### config.mk
export PLATFORM = sky130hd
export DESIGN_NAME = game_timer
export DESIGN_NICKNAME = d
export VERILOG_FILES = /design/src/rtl/game_timer.sv
export SDC_FILE = /design/constraint.sdc
export NUM_CORES = 1
export LEC_CHECK = 0
export BUFFER_PORTS_ARGS = -buffer_cell sky130_fd_sc_hd__buf_2
export CAP_MARGIN = 10
export CORE_MARGIN = 8
export CORE_UTILIZATION = 30
export DETAILED_ROUTE_END_ITERATION = 12
export GPL_TIMING_DRIVEN = 1
export PLACE_DENSITY = 0.42
export REMOVE_ABC_BUFFERS = 1
export SETUP_SLACK_MARGIN = 0.3
export SYNTH_ARGS = -nofsm -noshare
export SYNTH_HDL_FRONTEND = slang
export SYNTH_SLANG_ARGS = --single-unit
### constraint.sdc
create_clock -name clk -period 4.05 [get_ports clk]
set_clock_uncertainty 0.15 [all_clocks]
set_input_delay 0 -clock clk [delete_from_list [all_inputs] [get_ports clk]]
set_output_delay 0 -clock clk [all_outputs]
set_load 0.02 [all_outputs]
### src/rtl/game_timer.sv
// Elapsed game time counter, BCD MM:SS, tracking the screen state (menu/game/over).
// Ports: clk, rst (sync, active high), state[1:0] in; time_spent[15:0], sec_tick, running,
// overflow out. Optional macro GAME_TIMER_SAT_EN: saturate at 99:59 with sticky overflow.
module game_timer #(
  parameter int unsigned TICK_DIV = 100_000_000,
  parameter int unsigned CNT_W    = 27
) (
  input  logic        clk,
  input  logic        rst,
  input  logic [1:0]  state,
  output logic [15:0] time_spent,
  output logic        sec_tick,
  output logic        running,
  output logic        overflow
);

  localparam logic [1:0] T_IDLE = 2'd0;
  localparam logic [1:0] T_RUN  = 2'd1;
  localparam logic [1:0] T_HOLD = 2'd2;

  localparam logic [1:0] SGAME = 2'd1;
  localparam logic [1:0] SOVER = 2'd2;

  localparam logic [CNT_W-1:0] PRESC_MAX =
    CNT_W'(TICK_DIV - 1);

  logic [1:0]       fsm_q, fsm_d;
  logic [CNT_W-1:0] presc_q, presc_d;
  logic [15:0]      ts_q, ts_d;
  logic             tick_q, tick_d;
  logic             run_q, run_d;

  logic is_game, is_over, is_menu;
  logic clr;
  logic count_en;
  logic wrap;
  logic tick_en;
  logic sat_hit;
  logic [15:0] ts_inc;

  assign is_game = (state == SGAME);
  assign is_over = (state == SOVER);
  // Encoding 3 is treated as menu.
  assign is_menu = !is_game && !is_over;

  always_comb begin
    fsm_d = fsm_q;
    clr   = 1'b0;
    unique case (fsm_q)
      T_RUN: begin
        if (is_over) begin
          fsm_d = T_HOLD;
        end else if (is_menu) begin
          fsm_d = T_IDLE;
          clr   = 1'b1;
        end
      end
      T_HOLD: begin
        if (is_menu) begin
          fsm_d = T_IDLE;
          clr   = 1'b1;
        end else if (is_game) begin
          fsm_d = T_RUN;
          clr   = 1'b1;
        end
      end
      default: begin
        if (is_game) begin
          fsm_d = T_RUN;
          clr   = 1'b1;
        end
      end
    endcase
  end

  // Leaving T_RUN on a wrap edge suppresses the tick.
  assign count_en = (fsm_q == T_RUN) && (fsm_d == T_RUN);
  assign wrap     = (presc_q == PRESC_MAX);
  assign tick_en  = count_en && wrap;

  // Digit-wise BCD increment with ripple carry.
  always_comb begin
    ts_inc = ts_q;
    if (ts_q[3:0] != 4'd9) begin
      ts_inc[3:0] = ts_q[3:0] + 4'd1;
    end else begin
      ts_inc[3:0] = 4'd0;
      if (ts_q[7:4] != 4'd5) begin
        ts_inc[7:4] = ts_q[7:4] + 4'd1;
      end else begin
        ts_inc[7:4] = 4'd0;
        if (ts_q[11:8] != 4'd9) begin
          ts_inc[11:8] = ts_q[11:8] + 4'd1;
        end else begin
          ts_inc[11:8] = 4'd0;
          if (ts_q[15:12] != 4'd9) begin
            ts_inc[15:12] = ts_q[15:12] + 4'd1;
          end else begin
            ts_inc[15:12] = 4'd0;
          end
        end
      end
    end
  end

`ifdef GAME_TIMER_SAT_EN
  logic ovf_q, ovf_d;

  assign sat_hit = tick_en && (ts_q == 16'h9959);

  always_comb begin
    ovf_d = ovf_q;
    if (clr) begin
      ovf_d = 1'b0;
    end else if (sat_hit) begin
      ovf_d = 1'b1;
    end
  end

  always_ff @(posedge clk) begin
    if (rst) begin
      ovf_q <= 1'b0;
    end else begin
      ovf_q <= ovf_d;
    end
  end

  assign overflow = ovf_q;
`else
  assign sat_hit  = 1'b0;
  assign overflow = 1'b0;
`endif

  always_comb begin
    ts_d    = ts_q;
    presc_d = presc_q;
    tick_d  = 1'b0;
    if (clr) begin
      ts_d    = 16'h0000;
      presc_d = '0;
    end else if (count_en) begin
      if (wrap) begin
        presc_d = '0;
        tick_d  = 1'b1;
        // At saturation the value is held but the tick still pulses.
        if (!sat_hit) begin
          ts_d = ts_inc;
        end
      end else begin
        presc_d = presc_q + 1'b1;
      end
    end
  end

  assign run_d = (fsm_d == T_RUN);

  always_ff @(posedge clk) begin
    if (rst) begin
      fsm_q   <= T_IDLE;
      presc_q <= '0;
      ts_q    <= 16'h0000;
      tick_q  <= 1'b0;
      run_q   <= 1'b0;
    end else begin
      fsm_q   <= fsm_d;
      presc_q <= presc_d;
      ts_q    <= ts_d;
      tick_q  <= tick_d;
      run_q   <= run_d;
    end
  end

  assign time_spent = ts_q;
  assign sec_tick   = tick_q;
  assign running    = run_q;

endmodule

# Yosys cells after proc, flatten, opt, wreduce, memory -nomap -nowiden
# Cells that the tools add are included.
classes:
  n_div: 0
  reduce_logical: 10
  shifts: 0
  n_lt_le_gt_ge: 0
  n_eq_ne: 10
  n_addsub: 5
  multipliers: 0
  n_mux: 16
  bitwise: 4
ops:
  columns: ["cell", "n"]
  rows:
  - ["$add 27x1->27 const B", 1]
  - ["$eq 27x27->1 const B", 1]
  - ["$mux 27", 1]
  - ["$add 4x1->4 const B", 4]
  - ["$mux 4", 4]
  - ["$ne 4x4->1 const B", 3]
  - ["$mux 2", 4]
  - ["$eq 2x1->1 const B", 3]
  - ["$mux 1", 5]
  - ["$reduce_and 5->1", 1]
  - ["$eq 2x2->1 const B", 2]
  - ["$ne 4x3->1 const B", 1]
  - ["$not 1->1", 4]
  - ["$pmux 2 s2", 1]
  - ["$reduce_and 4->1", 1]
  - ["$reduce_and 3->1", 1]
  - ["$reduce_or 3->1", 1]
  - ["$logic_and 1x1->1", 2]
  - ["$logic_not 1->1", 2]
  - ["$pmux 1 s2", 1]
  - ["$reduce_and 2->1", 1]
  - ["$reduce_or 2->1", 1]
totals:
  input_bits: 4
  rom_bits: 0
  latch_bits: 0
  n_memories: 0
  ramBits: 0
  ff_bits: 47
  out_inout_bits: 19
  elab_cells: 53

# Logic depth before layout (Yosys ltp)
logic_depth:
  ltp_word: 10
  mapped_depth: 12
  depth_no_buf: 8

# Worst setup path after synthesis
# No wires, ideal clock.
synth_path:
  kind: "register to register"
  startpoint: "register fsm_q[1]"
  endpoint: "register presc_q[26]"
  slack_ns: 1.605
  arrival_ns: 2.225
  stages_incl_launch_ff: 11
  required_ns: 3.830
  setup_time_ns: 0.070
  path_buffers: 2
  cell_sequence: "dfxtp_1 > inv_1 > ha_1 > inv_1 > buf_2 > a211o_1 > o211ai_1 > or4_1 > clkbuf_1 > or3_1 > a21oi_1"
synth_between:
  elab_chain_len: 5
  word_cells_on_any_way: 11
synth_lines:
  columns: ["element", "line", "source"]
  rows:
  - ["start, declared", "27", "logic [1:0] fsm_q, fsm_d;"]
  - ["start signal, assigned", "165", "fsm_q <= fsm_d;"]
  - ["$mux 2, on equally long branches", "62, 68, 53", null]
  - ["$mux 2, on equally long branches", "59, 51", null]
  - ["$pmux 2 s2", "49", "unique case (fsm_q)"]
  - ["$eq 2x1->1", "77", "assign count_en = (fsm_q == T_RUN) && (fsm_d == T_RUN);"]
  - ["$logic_and 1x1->1", "77", null]
  - ["end signal, assigned", "166", "presc_q <= presc_d;"]
  - ["end, declared", "28", "logic [CNT_W-1:0] presc_q, presc_d;"]
# Several ways; a longest one is shown, not always the timed one.
# A chain may end at the register's enable or synchronous reset.

# Worst setup path in the final report
layout_path:
  startpoint: "register fsm_q[1]"
  endpoint: "register ts_q[11], in the netlist time_spent[11]"
layout_between:
  elab_chain_len: 6
  word_cells_on_any_way: 12
layout_lines:
  columns: ["element", "line", "source"]
  rows:
  - ["$mux 2, on equally long branches", "62, 68, 53", null]
  - ["$mux 2, on equally long branches", "59, 51", null]
  - ["$pmux 2 s2", "49", null]
  - ["$eq 2x1->1", "77", null]
  - ["$logic_and 1x1->1", "77", null]
  - ["$reduce_and 4->1 (no source line)", null, null]
  - ["end signal, assigned", "167", "ts_q <= ts_d;"]
  - ["end, declared", "29", "logic [15:0] ts_q, ts_d;"]
# Several ways; a longest one is shown, not always the timed one.

==> metrics.md <==
| Metric | Value |
|---|---|
| Antenna-violating nets left | 0 |
| Register area share after synthesis | 38.74% |
| Cts bufs inserted | 5 |
| Die extent in y | 106.0 um |
| Slowest cell on the critical path | o211a_1 |
| Sequential Area | 940.9 um^2 |
| DIE WIDTH | roughly 110 um |
| GP Congestion | 0.7966 |
| Element type at the critical path start | flip-flop |
| DRT Wirelength | 5771 um |
| Pwr per Cell Area | around 300 nW/um^2 |
| Total power | 0.8180 mW |
| Cell area after synthesis | between 2000 and 2500 um^2 |
| IO Pins | 23 |
| Switching share of power | 25.04% |
| Fin nets | 324 |
| Gate power share | under 10% |
| Leak pwr | 0.9202 nW |
| Net load switching power | 0.2048 mW |
| Setup TNS | 0 ns |
| Fillers | 865 |
| Area Growth Syn to Fin | 12.21% |
| Max-Cap Viols | 0 |
| Clk slew on worst S/H paths | around 0.090 ns |
| Status | finished clean |
| Rows | 33 |
| Ys Warns | 0 |
| DP HPWL | 4090 um |
| N_diodes | 0 |
| Die area | between 10000 and 15000 um^2 |
| Fin. Hold Viols | 0 |
| Max stage delay on crit path | 0.60 ns |
| Wire length of the first global-routing pass | 9825 um |
| Number of DRC markers in iteration 0 | 81 |
| # hold bufs at CTS | 1 |
| CP Capture Type | flip-flop |
| Skew-Pair Late Insertion Delay | between 0.2 and 0.3 ns |
| Worst EP arrival | roughly 3.2 ns |
| Vias | 2109 |
| Int Pwr | 0.6132 mW |
| Synthesis-stage register bit count | 47 |
| Final worst path period need | 3.151 ns |
| HP Class | in -> reg |
| Maximum clock rate | ~320 MHz |
| Gr ovfl total | 0 |
| Avg Cell Area, Syn | 8.205 um^2 |
| Worst-margin pin slew | between 0.7 and 0.8 ns |
| Core Area | approximately 8000 um^2 |
| Area of the multi-input gates | 1368 um^2 |
| Worst Hold Slack | around 0.071 ns |
| Critical path class | reg -> reg |
| Cells after Synth | 296 |
| Post-synth EDFFs | 0 |
| Total GRT Usage | around a tenth |
| Ys async rst share | 0% |
| Worst-path cell chain | inv_1, ha_1, buf_4, inv_1, nor4_2, o211a_1, nand2_1, or4_1, a41oi_1 |
| Vias in the first global route | 2060 |
| Sequential power share | 56.9% |
| Unrepaired setup endpoints after global routing | false |
| Root Buffer | clkbuf_8 |
| Slew headroom | 50.95% |
| Clock tree buffer depth | 2 |
| Pre-antenna DRT Iters | 4 |
| Vias per cell | 5.021 |
| Crit-path max FO | 22 |
| CP Data Required Time | 4.12 ns |
| Most used cell, CP | inv_1 |
| Pins Over Slew Limit | 0 |
| Post-cts sizing count | 0 |
| Residual DRC | 0 |
| Post-synth top flop | dfxtp_1 |
| Clock sink total | 47 |
| Clock Power Share | roughly 36% |
| Initial antenna violation count | 0 |
| Initial core utilization | 30.32% |
| PortBufs | 21 |
| Largest net degree at the start of global routing | 26 |
| CTS H-tree lvls | 2 |
| Layout cells sized above 1 | around an eighth |
| Post-synth cell types | 48 |
| # setup viols final | 0 |
| Final Cycle Share | 77.79% |
| Post-CTS setup buffer count | 0 |
| Worst vdd ir | between 0.0001 and 0.00015 V |
| WL/cell | 13.74 um |
| CTS tree | built |
stage by stage:
stage	util, %	worst slack [ns]	area, um^2	std cells
global route	34.02	0.5879	2725	420
CTS	34.02	0.8714	2725	420
finish	34.02	0.8995	2725	420
detailed placement	32.80	0.8992	2628	412
global placement	32.80	0.9830	2628	412
floorplan	-	0.9260	2361	282
placed cells by master (no fill, tap or decap), drive strengths merged, types with 2 or more instances in the layout:
master / n
dfxtp: 47
nor2: 31
buf: 25
a21oi: 19
nand4: 18
nand3: 18
nand2: 17
o21ai: 16
inv: 14
or3: 14
xor2: 11
nor3: 10
xnor2: 10
nor4: 7
clkbuf: 6
and3: 6
ha: 5
and4: 5
nor2b: 4
mux2i: 3
a211o: 2
nand2b: 2
and2: 2
or4b: 2
or4: 2
a41oi: 2
worst max-delay path, delay by kind of cell, from the launching register on:
family	cells	cell delay (ns)
AOI/OAI and AO/OA	2	0.81
adders and majority gates	1	0.14
buffers and inverters	3	0.53
DFF	1	0.34
and+or+nand+nor	3	1.09
cell type report:
class,count,share of cell area (%)
clock inverter,1,0.1837
tap,105,4.821
clock buffer,6,3.030
sequential,47,34.53
timing repair buffer,26,5.326
multi-input combinational,221,50.18
inverter,14,1.928
path summary, 6_finish.rpt:
kind	from	end	slack, ns	cells past startpoint
hold / removal	state[1]	fsm_q[0]	0.07	5
hold reg to reg	time_spent[12]	time_spent[12]	0.36	2
setup / recovery	fsm_q[1]	time_spent[11]	0.90	9
setup reg to reg	fsm_q[1]	time_spent[11]	0.90	9
metal layers:
layer / part of all wire (%) / vias up / wire length, um / GRT usage [%]
met5: 0 / - / 0 / 0
met1: 51 / 998 / 2929 / 13.27
met3: 2.2 / 0 / 128 / 2.359
met4: 0 / 0 / 0 / 2.111
li1: - / 1089 / - / -
met2: 47 / 22 / 2713 / 17.56
state kept, by name (all words and copies together) (netlist names):
| name | flops |
|---|---|
| fsm_q | 2 |
| sec_tick | 1 |
| running | 1 |
| time_spent | 16 |
| presc_q | 27 |
cells in the mapped netlist (all sizes together) (2+ instances only):
master	number	area share, %
clkbuf	6	0.93
dfxtp	47	39
or4b	2	0.82
buf	8	1.9
or4	2	0.62
o21ai	16	3.3
ha	5	2.6
xnor2	10	3.6
nor2	31	4.8
mux2i	3	1.2
nor2b	4	1.0
and4	5	1.9
a211o	2	0.72
and3	6	1.6
a41oi	2	1.0
xor2	11	4.0
and2	2	0.52
nand4	18	4.6
nand3	18	3.7
a21oi	19	3.9
or3	14	3.6
nor3	10	2.1
nand2	17	2.6
nor4	7	2.7
inv	14	2.2
nand2b	2	0.52
power by group through the flow:
stage	clock network, mW	registers (mW)	logic [mW]
finish	0.294	0.465	0.0584
global route	0.323	0.466	0.0658
CTS	0.310	0.465	0.0596
detailed placement	0	0.476	0.0589
global placement	0	0.476	0.0593
floorplan	0	0.477	0.0354
logic make-up (layout without fill, tap and decap cells):
| family | Yosys count | after routing | synth area share, % |
|---|---|---|---|
| muxes | 3 | 3 | 1.237 |
| other | 1 | 1 | 0.1544 |
| AOI/OAI and AO/OA | 46 | 46 | 11.34 |
| adders and majority gates | 5 | 5 | 2.576 |
| and+or+nand+nor | 145 | 145 | 33.44 |
| buffers and inverters | 28 | 47 | 4.946 |
| DFF | 47 | 47 | 38.74 |
| xor gates and xnor gates | 21 | 21 | 7.573 |
No activity file was read; power rests on OpenSTA's default activity.
